File: src/rtl/div_restoring_seq_pkg.sv
// Shared definitions for the sequential restoring divider: FSM encoding and
// iteration counter sizing.
package div_restoring_seq_pkg;

    typedef enum logic [1:0] {
        ST_IDLE = 2'd0,
        ST_RUN  = 2'd1,
        ST_DONE = 2'd2
    } div_state_e;

    // Counter must hold 0..w-1 with headroom for the increment on the last step.
    function automatic int cnt_width(input int w);
        return $clog2(w) + 1;
    endfunction

endpackage

File: src/rtl/addsub_nbit.sv
// Parameterised N-bit ripple-carry adder/subtractor: s = a + (b ^ {N{s_op}}) + cin.
// Purely combinational; cout is the carry out of the msb (1 = no borrow when subtracting).
module addsub_nbit #(
    parameter int N = 5
) (
    input  logic [N-1:0] a,
    input  logic [N-1:0] b,
    input  logic         cin,
    input  logic         s_op,
    output logic [N-1:0] s,
    output logic         cout
);

    logic [N:0]   carry;
    logic [N-1:0] b_x;

    assign carry[0] = cin;
    assign b_x      = b ^ {N{s_op}};

    for (genvar i = 0; i < N; i++) begin : g_fa
        assign s[i]       = a[i] ^ b_x[i] ^ carry[i];
        assign carry[i+1] = (a[i] & b_x[i]) | (carry[i] & (a[i] ^ b_x[i]));
    end

    assign cout = carry[N];

endmodule

File: src/rtl/div_restoring_seq.sv
// Unsigned restoring divider, one trial subtraction per clock; W+1 cycles from
// accepted start to done (1 cycle for a zero divisor). start is ignored while busy.
module div_restoring_seq
    import div_restoring_seq_pkg::*;
#(
    parameter int W = 4
) (
    input  logic         clk,
    input  logic         rst_n,
    input  logic         start,
    input  logic [W-1:0] dividend,
    input  logic [W-1:0] divisor,
    output logic         busy,
    output logic         done,
    output logic [W-1:0] quotient,
    output logic [W-1:0] remainder,
    output logic         div_by_zero
);

    localparam int CW = cnt_width(W);

    div_state_e    state_q, state_d;
    logic [CW-1:0] cnt_q, cnt_d;
    logic [W-1:0]  rem_q, rem_d;
    logic [W-1:0]  quo_q, quo_d;
    logic [W-1:0]  dvs_q, dvs_d;
    logic [W-1:0]  q_out_q, q_out_d;
    logic [W-1:0]  r_out_q, r_out_d;
    logic          dbz_q, dbz_d;

    logic [W:0]    trial_a;
    logic [W:0]    trial_b;
    logic [W:0]    trial_s;
    logic          trial_cout;
    logic          no_borrow;
    logic [W-1:0]  rem_step;
    logic [W-1:0]  quo_step;

    assign trial_a = {rem_q, quo_q[W-1]};
    assign trial_b = {1'b0, dvs_q};

    addsub_nbit #(
        .N (W + 1)
    ) u_addsub (
        .a    (trial_a),
        .b    (trial_b),
        .cin  (1'b1),
        .s_op (1'b1),
        .s    (trial_s),
        .cout (trial_cout)
    );

    // A successful trial always leaves a difference below the divisor, so its
    // msb is zero; folding it in keeps the whole W+1-bit result accounted for.
    assign no_borrow = trial_cout & ~trial_s[W];
    assign rem_step  = no_borrow ? trial_s[W-1:0] : trial_a[W-1:0];
    assign quo_step  = {quo_q[W-2:0], no_borrow};

    always_ff @(posedge clk or negedge rst_n) begin
        if (!rst_n) begin
            state_q <= ST_IDLE;
            cnt_q   <= '0;
            rem_q   <= '0;
            quo_q   <= '0;
            dvs_q   <= '0;
            q_out_q <= '0;
            r_out_q <= '0;
            dbz_q   <= 1'b0;
        end else begin
            state_q <= state_d;
            cnt_q   <= cnt_d;
            rem_q   <= rem_d;
            quo_q   <= quo_d;
            dvs_q   <= dvs_d;
            q_out_q <= q_out_d;
            r_out_q <= r_out_d;
            dbz_q   <= dbz_d;
        end
    end

    always_comb begin
        state_d = state_q;
        cnt_d   = cnt_q;
        rem_d   = rem_q;
        quo_d   = quo_q;
        dvs_d   = dvs_q;
        q_out_d = q_out_q;
        r_out_d = r_out_q;
        dbz_d   = dbz_q;

        unique case (state_q)
            ST_IDLE, ST_DONE: begin
                if (start) begin
                    dvs_d = divisor;
                    if (divisor == '0) begin
                        state_d = ST_DONE;
                        q_out_d = '1;
                        r_out_d = dividend;
                        dbz_d   = 1'b1;
                    end else begin
                        state_d = ST_RUN;
                        cnt_d   = '0;
                        rem_d   = '0;
                        quo_d   = dividend;
                    end
                end else begin
                    state_d = ST_IDLE;
                end
            end

            ST_RUN: begin
                rem_d = rem_step;
                quo_d = quo_step;
                cnt_d = cnt_q + 1'b1;
                // Results are published only on the final step.
                if (cnt_q == CW'(W - 1)) begin
                    state_d = ST_DONE;
                    q_out_d = quo_step;
                    r_out_d = rem_step;
                    dbz_d   = 1'b0;
                end
            end

            default: begin
                state_d = ST_IDLE;
            end
        endcase
    end

    assign busy        = (state_q == ST_RUN);
    assign done        = (state_q == ST_DONE);
    assign quotient    = q_out_q;
    assign remainder   = r_out_q;
    assign div_by_zero = dbz_q;

endmodule

File: config.mk
export PLATFORM = sky130hd
export DESIGN_NAME = div_restoring_seq
export DESIGN_NICKNAME = d
export VERILOG_FILES = /design/src/rtl/div_restoring_seq_pkg.sv /design/src/rtl/addsub_nbit.sv /design/src/rtl/div_restoring_seq.sv
export SDC_FILE = /design/constraint.sdc
export NUM_CORES = 1
export LEC_CHECK = 0
export ABC_CLOCK_PERIOD_IN_PS = 3000
export BUFFER_PORTS_ARGS = -buffer_cell sky130_fd_sc_hd__clkbuf_2
export CORE_MARGIN = 3
export CORE_UTILIZATION = 50
export DETAILED_ROUTE_END_ITERATION = 8
export HOLD_SLACK_MARGIN = 0.02
export PLACE_DENSITY = 0.72
export SETUP_SLACK_MARGIN = 0.4
export SKIP_LAST_GASP = 1
export SLEW_MARGIN = 40
export SYNTH_ARGS = -nofsm -noshare
export SYNTH_HDL_FRONTEND = slang
export SYNTH_SLANG_ARGS = --single-unit
File: constraint.sdc
create_clock -name clk -period 3 [get_ports clk]
set_input_delay 0.6 -clock clk [delete_from_list [all_inputs] [get_ports clk]]
set_output_delay 0.6 -clock clk [all_outputs]
set_load 0.02 [all_outputs]
==> results.md, run 1 <==
* Outcome: finished, final reports clean
* Fin area at around 1500 µm²
* CTS tree: yes
* First-pass GRT wire length at roughly 5000 µm
* Initial core utilization at 55.7%
* # DRC at 0
* Crit path kind: reg -> reg
* GR Overflow Total at 0
* RD Place Congestion at ~0.76
* Vias/cell at 5.82
* Reg2Reg Setup Slack at 0.54 ns
* Hold Vio Cnt, Final at 0
* Crit path launch type: register
* Placement Rows at 17
* Async SR Flop Fraction at 100%
* Initial antenna violation count at 0
* CTS root buf: clkbuf_4
* Worst hold path type: in -> async
* Worst Setup SP: quo_q[3]
* Final worst path period need at 2.46 ns
* Layout cells sized above 1 at 26.4%
* Worst slew margin at 47.4%
* Io pins at 22
* # nets final at 166
* Clock skew at 0.00583 ns
* Setup tns final at 0 ns
* Reg2Reg Launch Point: quo_q[3]
* F_max at 0.407 GHz
* RSZ-0062 raised after global routing: no
* Synthesized flop and latch total at 26
* Die area at 3250 µm²
* Worst slew pin tran at 0.786 ns
* PortBufs at 21
* Synth Warn # at 0
* DIE HEIGHT at roughly 57 µm
* Syn Area/Cell at 10.3 µm²
* CP arrival at 2.70 ns
* Clk_lat worst skew at 0.32 ns
* FF-to-FF path depth at 10
* Area post-placement at 1430 µm²
* Post-DRT Antenna Nets at 0
* Clk buf depth at 2
* EDFF count, synth at 0
* TritonRoute pass-1 iters at 4
* DR vias at 1,024
* Total GRT Usage at approximately a fifth
* Pin count of the biggest net entering global routing at 27
* # setup viols final at 0
* Cell Pwr Density at between 1000 and 1500 nW/µm²
* CTS buffer count at 3
* Clk slew on worst S/H paths at 0.14 ns
* Vias in the first global route at roughly 1.1k
* Max-cap viol count at 0
* Core ar. at 2340 µm²
* Initial detailed-routing violation count at 16
* Area Overhead vs Synth at 13.4%
* Final WL at 2730 µm
* Fin crit share at 81.9%
* Synth Flop Type: dfrtp_1
* Reg2reg end: remainder[1]
* Max Slew Vio Count at 0
* HPWL after DPL at 1950 µm
* Syn Nets at 144
* Pleak at 0.667 nW
* Worst-path maximum fanout at 5
* CTS Sinks at 26
* Peak supply drop at 0.000715 V
* Worst Path Required at 3.24 ns
* Routed WL per cell at 15.5 µm
* Htree depth at 1
* Cell variety after synth at 28
* Cell Area, Synth at around 1300 µm²
* Critical Path End Type: register
* Cells after synthesis at 127
* Antenna diodes at 0
* Seq/Total Area, Yosys at about half
* Worst setup path end: remainder[1]
* Die X-Extent at roughly 57 µm
worst min-delay path by stage:
stage / slack [ns] / endpoint / depth (start not counted)
2_1_floorplan: 0.30 / cnt_q[0] / 0
3_3_place_gp: 0.47 / div_by_zero / 2
3_5_place_dp: 0.48 / div_by_zero / 2
4_1_cts: 0.30 / quotient[2] / 1
5_1_grt: 0.31 / quotient[2] / 1
6_report: 0.27 / quotient[0] / 1
where the power goes:
group | internal, mW | leakage (nW) | switching, mW
sequential | 0.521 | 0.309 | 0.111
combinational | 0.415 | 0.337 | 0.537
clock | 0.0742 | 0.0210 | 0.103
through the flow:
step	setup slack (ns)	power (mW)	hold slack, ns	utilization, %	std cells
3_3_place_gp	0.565	1.51	0.467	61.0	171
3_5_place_dp	0.467	1.56	0.477	61.0	171
6_report	0.542	1.76	0.272	63.1	176
4_1_cts	0.439	1.74	0.297	62.6	175
5_1_grt	0.418	1.94	0.311	63.1	176
2_1_floorplan	0.446	1.30	0.304	-	127
cell families (layout without fill, tap and decap cells):
| kind of cell | Yosys count | in the layout | synth area share (%) |
|---|---|---|---|
| XOR/XNOR | 1 | 1 | 0.673 |
| adder cells (fa/ha/maj) | 6 | 6 | 7.49 |
| AO/OA/AOI/OAI | 40 | 40 | 20.8 |
| flip-flops | 26 | 26 | 50.0 |
| AND/OR/NAND/NOR | 35 | 35 | 12.9 |
| buffers and inverters | 15 | 36 | 4.90 |
| multiplexers | 4 | 4 | 3.27 |
worst max-delay path, cell delays in order (launching register included):
cell and delay, ns:
dfrtp_1 0.41, inv_1 0.07, ha_1 0.17, fa_1 0.18, inv_1 0.05, fa_2 0.34, fa_2 0.34, xnor2_1 0.15
buf_4 0.16, mux2_2 0.35, o211ai_1 0.15
metal layers:
metal  global-route usage [%]  vias to the layer above  share of wire [%]
met5                        0                        -                  0
met1                     22.1                      510                 44
met4                     6.29                        0                1.4
li1                         -                      491                  -
met3                     3.85                        4                3.8
met2                     34.9                       19                 51
cell usage in the layout, fill, tap and decap left out, types with 3 or more instances in the layout:
cell type	Yosys	routed
o211ai_1	5	5
o22ai_1	6	6
nor2_1	7	7
clkbuf_4	0	3
buf_4	1	4
nand2_1	16	16
a31oi_1	4	4
inv_1	7	7
dfrtp_1	26	26
nand3_1	4	4
o21ai_0	9	9
a21oi_1	9	9
clkbuf_2	0	21
o211ai_2	4	4
ha_1	3	3
synthesized netlist by cell type, types with 3 or more instances:
cell | n | share of area [%]
ha_1 | 3 | 2.9
nand3_1 | 4 | 1.5
nor2_1 | 7 | 2.0
o21ai_0 | 9 | 3.5
nand2_1 | 16 | 4.6
buf_2 | 3 | 1.2
clkbuf_1 | 4 | 1.2
o211ai_2 | 4 | 3.8
dfrtp_1 | 26 | 50
a21oi_1 | 9 | 3.5
a31oi_1 | 4 | 1.9
o22ai_1 | 6 | 2.9
o211ai_1 | 5 | 2.9
fa_1 | 3 | 4.6
inv_1 | 7 | 2.0
layout make-up:
cell class | instances | area, µm²
Inverter | 7 | 26.3
Tap cell | 28 | 35.0
Multi-Input combinational cell | 86 | 593
Clock buffer | 4 | 36.3
Timing Repair Buffer | 25 | 135
Fill cell | 205 | 863
Sequential cell | 26 | 651
repair_timing:
action	4_1_cts	5_1_grt
buffers inserted	0	1
endpoints found under the setup margin	0	7
hold buffers	0	0
gates resized for setup	0	2
sequential cells by signal, summed over array words and instances, names as in the netlist:
signal,cells
cnt_q,3
div_by_zero,1
dvs_q,4
quo_q,4
quotient,4
rem_q,4
remainder,4
state_q,2
(Power assumes the default switching activity.)
==> run 2: changes to the inputs <==
--- a/config.mk
+++ b/config.mk
@@ -5,13 +5,14 @@
 export SDC_FILE = /design/constraint.sdc
 export NUM_CORES = 1
 export LEC_CHECK = 0
-export ABC_CLOCK_PERIOD_IN_PS = 3000
+export ABC_AREA = 1
+export ABC_CLOCK_PERIOD_IN_PS = 2000
 export BUFFER_PORTS_ARGS = -buffer_cell sky130_fd_sc_hd__clkbuf_2
 export CORE_MARGIN = 3
-export CORE_UTILIZATION = 50
+export CORE_UTILIZATION = 49
 export DETAILED_ROUTE_END_ITERATION = 8
 export HOLD_SLACK_MARGIN = 0.02
-export PLACE_DENSITY = 0.72
+export PLACE_DENSITY = 0.74
 export SETUP_SLACK_MARGIN = 0.4
 export SKIP_LAST_GASP = 1
 export SLEW_MARGIN = 40
==> constraint.sdc (replaced) <==
create_clock -name clk -period 2 [get_ports clk]
set_input_delay 0.4 -clock clk [delete_from_list [all_inputs] [get_ports clk]]
set_output_delay 0.4 -clock clk [all_outputs]
set_load 0.02 [all_outputs]
==> run 2 against run 1 <==
  * The flow now finishes with violations (setup timing)
  * Critical path depth rose by 2
  * Global-route usage fell by 0.51 points
  * Maximum frequency rose by 8.8%
  * Synthesized cell count rose by 20%
  * Largest cell class is now multi-input gates
==> results.md, run 2 <==
* Outcome: complete, but fails checks
* Failing checks: setup timing
* CTS buffer count at 3 (unchanged)
* Clock share of power at 11.9% (+1.8 points)
* Synth Warn # at 0 (unchanged)
* Cell Area, Synth at 1310 µm² (+0.29%)
* Reg2Reg Setup Slack at -0.26 ns (-0.80 ns)
* Met2 wire length at 1380 µm (+0.36%)
* Max Used Layer: met4
* Fin crit share at 113% (+31 points)
* First-pass GRT wire length at 4840 µm (-0.29%)
* Delay-heaviest family, CP: adder cells
* Synthesized flop and latch total at 26 (unchanged)
* Post-CTS Hold Fix Bufs at 0 (unchanged)
* Cell Pwr Density at 1920 nW/µm² (+61%)
* WP buf/inv at 3 (unchanged)
* Htree depth at 1 (unchanged)
* Cells after synthesis at 152 (+20%)
* Worst hold path type: in -> async
* Worst slew pin tran at 0.645 ns (-0.141 ns)
* Clk slew on worst S/H paths at 0.17 ns (+0.03 ns)
* PortBufs at 21 (unchanged)
* TritonRoute pass-1 iters at 4 (unchanged)
* Largest family of logic cells by synthesized area: simple AND/OR/NAND/NOR gates
* Reg2reg end: rem_q[3]
* Core ar. at 2500 µm² (+6.8%)
* Syn Nets at 169 (+17%)
* Worst-path maximum fanout at 6 (+1)
* Setup tns final at -1.73 ns (-1.73 ns)
* Cell variety after synth at 20 (-29%)
* Sw Pwr at 1.45 mW (+93%)
* Most frequent cell after synthesis: nand2_1
* Top cell type's share of synthesized area at 49.8% (-0.14 points)
* Hold WS at 0.0473 ns (-0.225 ns)
* Final worst path period need at 2.26 ns (-0.199 ns)
* Final WL at 2810 µm (+3.2%)
* Final Worst Setup Slack at -0.258 ns (-0.801 ns)
* Worst Setup SP: quo_q[3]
* Final core utilization at 65.0% (+1.9 points)
* Area Overhead vs Synth at 24.4%
* Routed WL per cell at 13.3 µm (-14%)
* Most frequent cells after synthesis: 42 x nand2_1, 28 x nor2_1, 26 x dfrtp_1
* Die area at 3320 µm² (+2.1%)
* Syn Area/Cell at 8.59 µm² (-16%)
* # setup viols final at 10 (+10)
* FF-to-FF path depth at 12 (+2)
* Initial core utilization at 52.3% (-3.4 points)
* Critical Path End Type: register
* GR Overflow Total at 0 (unchanged)
* F_max at 0.443 GHz (+8.8%)
* Clock skew at 0.0253 ns (+0.0195 ns)
* Most common library cell in the layout ignoring fill and taps: nand2_1
* DR vias at 1,075 (+5.0%)
* WL met1 at 1180 µm (-2.6%)
* Max Slew Vio Count at 0 (unchanged)
* Compound-gate portion of the synthesized area at 5.17% (-16 points)
* Async SR Flop Fraction at 100% (unchanged)
* Area post-placement at 1430 µm² (about the same)
* Synthesized-area fraction occupied by adder cells at 7.47% (-0.022 points)
* RD Place Congestion at 0.869 (+14%)
* Reg2Reg Launch Point: quo_q[3]
* Vias/cell at 5.09 (-12%)
* DIE HEIGHT at 57.6 µm (+1.0%)
* Critical path's largest stage delay at 0.41 ns (about the same)
* Placement Rows at 18 (+1)
* # DRC at 0 (unchanged)
* Sw Ratio at 46.4% (+3.7 points)
* Filler cells at 198 (-3.4%)
* Synth Area in Simple Gates at 31.0% (+18 points)
* Fin area at 1630 µm² (+10%)
* Clk_lat worst skew at 0.34 ns (+0.02 ns)
* Most frequent cells in the layout: 35 x nand2_1, 28 x nor2_1, 25 x dfrtp_1
* Clk buf depth at 2 (unchanged)
* Inst Count DP at 200 (+17%)
* Crit path max-delay cell type: dfrtp_1
* Top cells by area, synth: dfrtp_1 50%, nand2_1 12%, nor2_1 8.0%
* Initial antenna violation count at 0 (unchanged)
* Flop pwr share at 30.6% (-5.3 points)
* Crit path launch type: register
* Worst slew margin at 57.0% (+9.6 points)
* Post-synthesis xor/xnor area fraction at 0% (-0.67 points)
* Total GRT Usage at 18.6% (-0.51 points)
* Post-DRT Antenna Nets at 0 (unchanged)
* Met3 wire length at 141 µm (+36%)
* Antenna diodes at 0 (unchanged)
* Fin cells at 211 (+20%)
* CTS tree: yes
* Synth Flop Type: dfrtp_1
* Vias in the first global route at 1,064 (-3.5%)
* Pleak at 0.833 nW (+25%)
* Layout cells sized above 1 at 34.3% (+7.9 points)
* Seq/Total Area, Yosys at 49.8% (-0.14 points)
* Top cell type by total area after synthesis: dfrtp_1
* Initial detailed-routing violation count at 37 (+21)
* Crit path kind: reg -> reg
* CP arrival at 2.52 ns (-0.18 ns)
* Peak supply drop at 0.00110 V (+55%)
* Pint at 1.68 mW (+66%)
* EDFF count, synth at 0 (unchanged)
* CTS Sinks at 26 (unchanged)
* Mux contribution to synthesized area at 0% (-3.3 points)
* Worst Path Required at 2.26 ns (-0.98 ns)
* # nets final at 199 (+20%)
* Io pins at 22 (unchanged)
* CTS root buf: clkbuf_4
* RSZ-0062 raised after global routing: yes
* Pin count of the biggest net entering global routing at 27 (unchanged)
* CP Cell Sequence: inv_2 > ha_4 > fa_1 > inv_1 > fa_2 > fa_2 > inv_2 > nand2_2 > nand2_4 > nand3_1 > nand2_1 > o21bai_1
* Comb power frac at 57.5% (+3.5 points)
* HPWL after DPL at 1870 µm (-4.3%)
* Max-cap viol count at 0 (unchanged)
* Hold Vio Cnt, Final at 0 (unchanged)
* Die X-Extent at 57.6 µm (+1.0%)
==> run 2: changes by cell type in the layout (fill, tap and decap cells not counted), moves of 4 or more <==
cell / previous run / this run
buf_4: 4 / 8
o22ai_1: 6 / 1
nand2_2: 0 / 7
o211ai_1: 5 / 0
nand3_2: 0 / 7
a31oi_1: 4 / 0
a21oi_1: 9 / 2
o211ai_2: 4 / 0
nand2_4: 0 / 4
o21ai_0: 9 / 4
nor2_1: 7 / 28
nand3_1: 4 / 9
nand2_1: 16 / 35
==> run 2: cell type report <==
class | count | area, µm² | share of cell area (%)
inverters | 14 | 65.1 | 4.00
flip-flops and latches | 26 | 652 | 40.1
repair buffers | 28 | 160 | 9.85
clock buffers | 3 | 22.5 | 1.39
clock inverters | 1 | 30.0 | 1.85
multi-input cells | 109 | 658 | 40.5
well taps | 30 | 37.5 | 2.31
==> run 2: cell families (layout without fill, tap and decap cells) <==
family / after synthesis / count (layout)
and+or+nand+nor: 92 / 92
DFF: 26 / 26
AOI/OAI and AO/OA: 11 / 11
adders and majority gates: 6 / 6
buffers and inverters: 17 / 46
==> run 2: metrics by stage <==
stage                     power [mW]  worst slack [ns]
after CTS                       2.92            -0.128
after detailed placement        2.36            -0.177
final                           3.13            -0.258
after floorplan                 2.04           0.00165
after global routing            3.43            -0.361
after global placement          2.32           -0.0929
==> run 2: what timing repair did <==
action	4_1_cts	5_1_grt
gates cloned	0	0
endpoints found under the setup margin	11	11
resized for setup	19	8
pin swaps	7	3
buffers inserted	2	5
==> run 2: worst max-delay path by stage <==
stage                   end  slack (ns)  cells after the start
6_report           rem_q[3]       -0.26                     12
5_1_grt        remainder[1]       -0.36                     13
4_1_cts        remainder[2]       -0.13                     13
3_3_place_gp   remainder[0]       -0.09                     13
2_1_floorplan      rem_q[3]       0.002                     11
3_5_place_dp   remainder[0]       -0.18                     13
==> run 2: power groups by stage <==
| stage | combinational [mW] | clock [mW] | sequential (mW) |
|---|---|---|---|
| 2_1_floorplan | 1.01 | 0 | 1.02 |
| 3_3_place_gp | 1.38 | 0 | 0.935 |
| 3_5_place_dp | 1.42 | 0 | 0.946 |
| 4_1_cts | 1.60 | 0.371 | 0.945 |
| 5_1_grt | 2.04 | 0.389 | 0.993 |
| 6_report | 1.80 | 0.371 | 0.957 |
==> run 2: layer usage <==
| metal | up-vias | global-route usage, % |
|---|---|---|
| li1 | 535 | - |
| met1 | 500 | 25.6 |
| met2 | 30 | 29.7 |
| met3 | 10 | 2.90 |
| met4 | 0 | 6.95 |
| met5 | - | 0 |
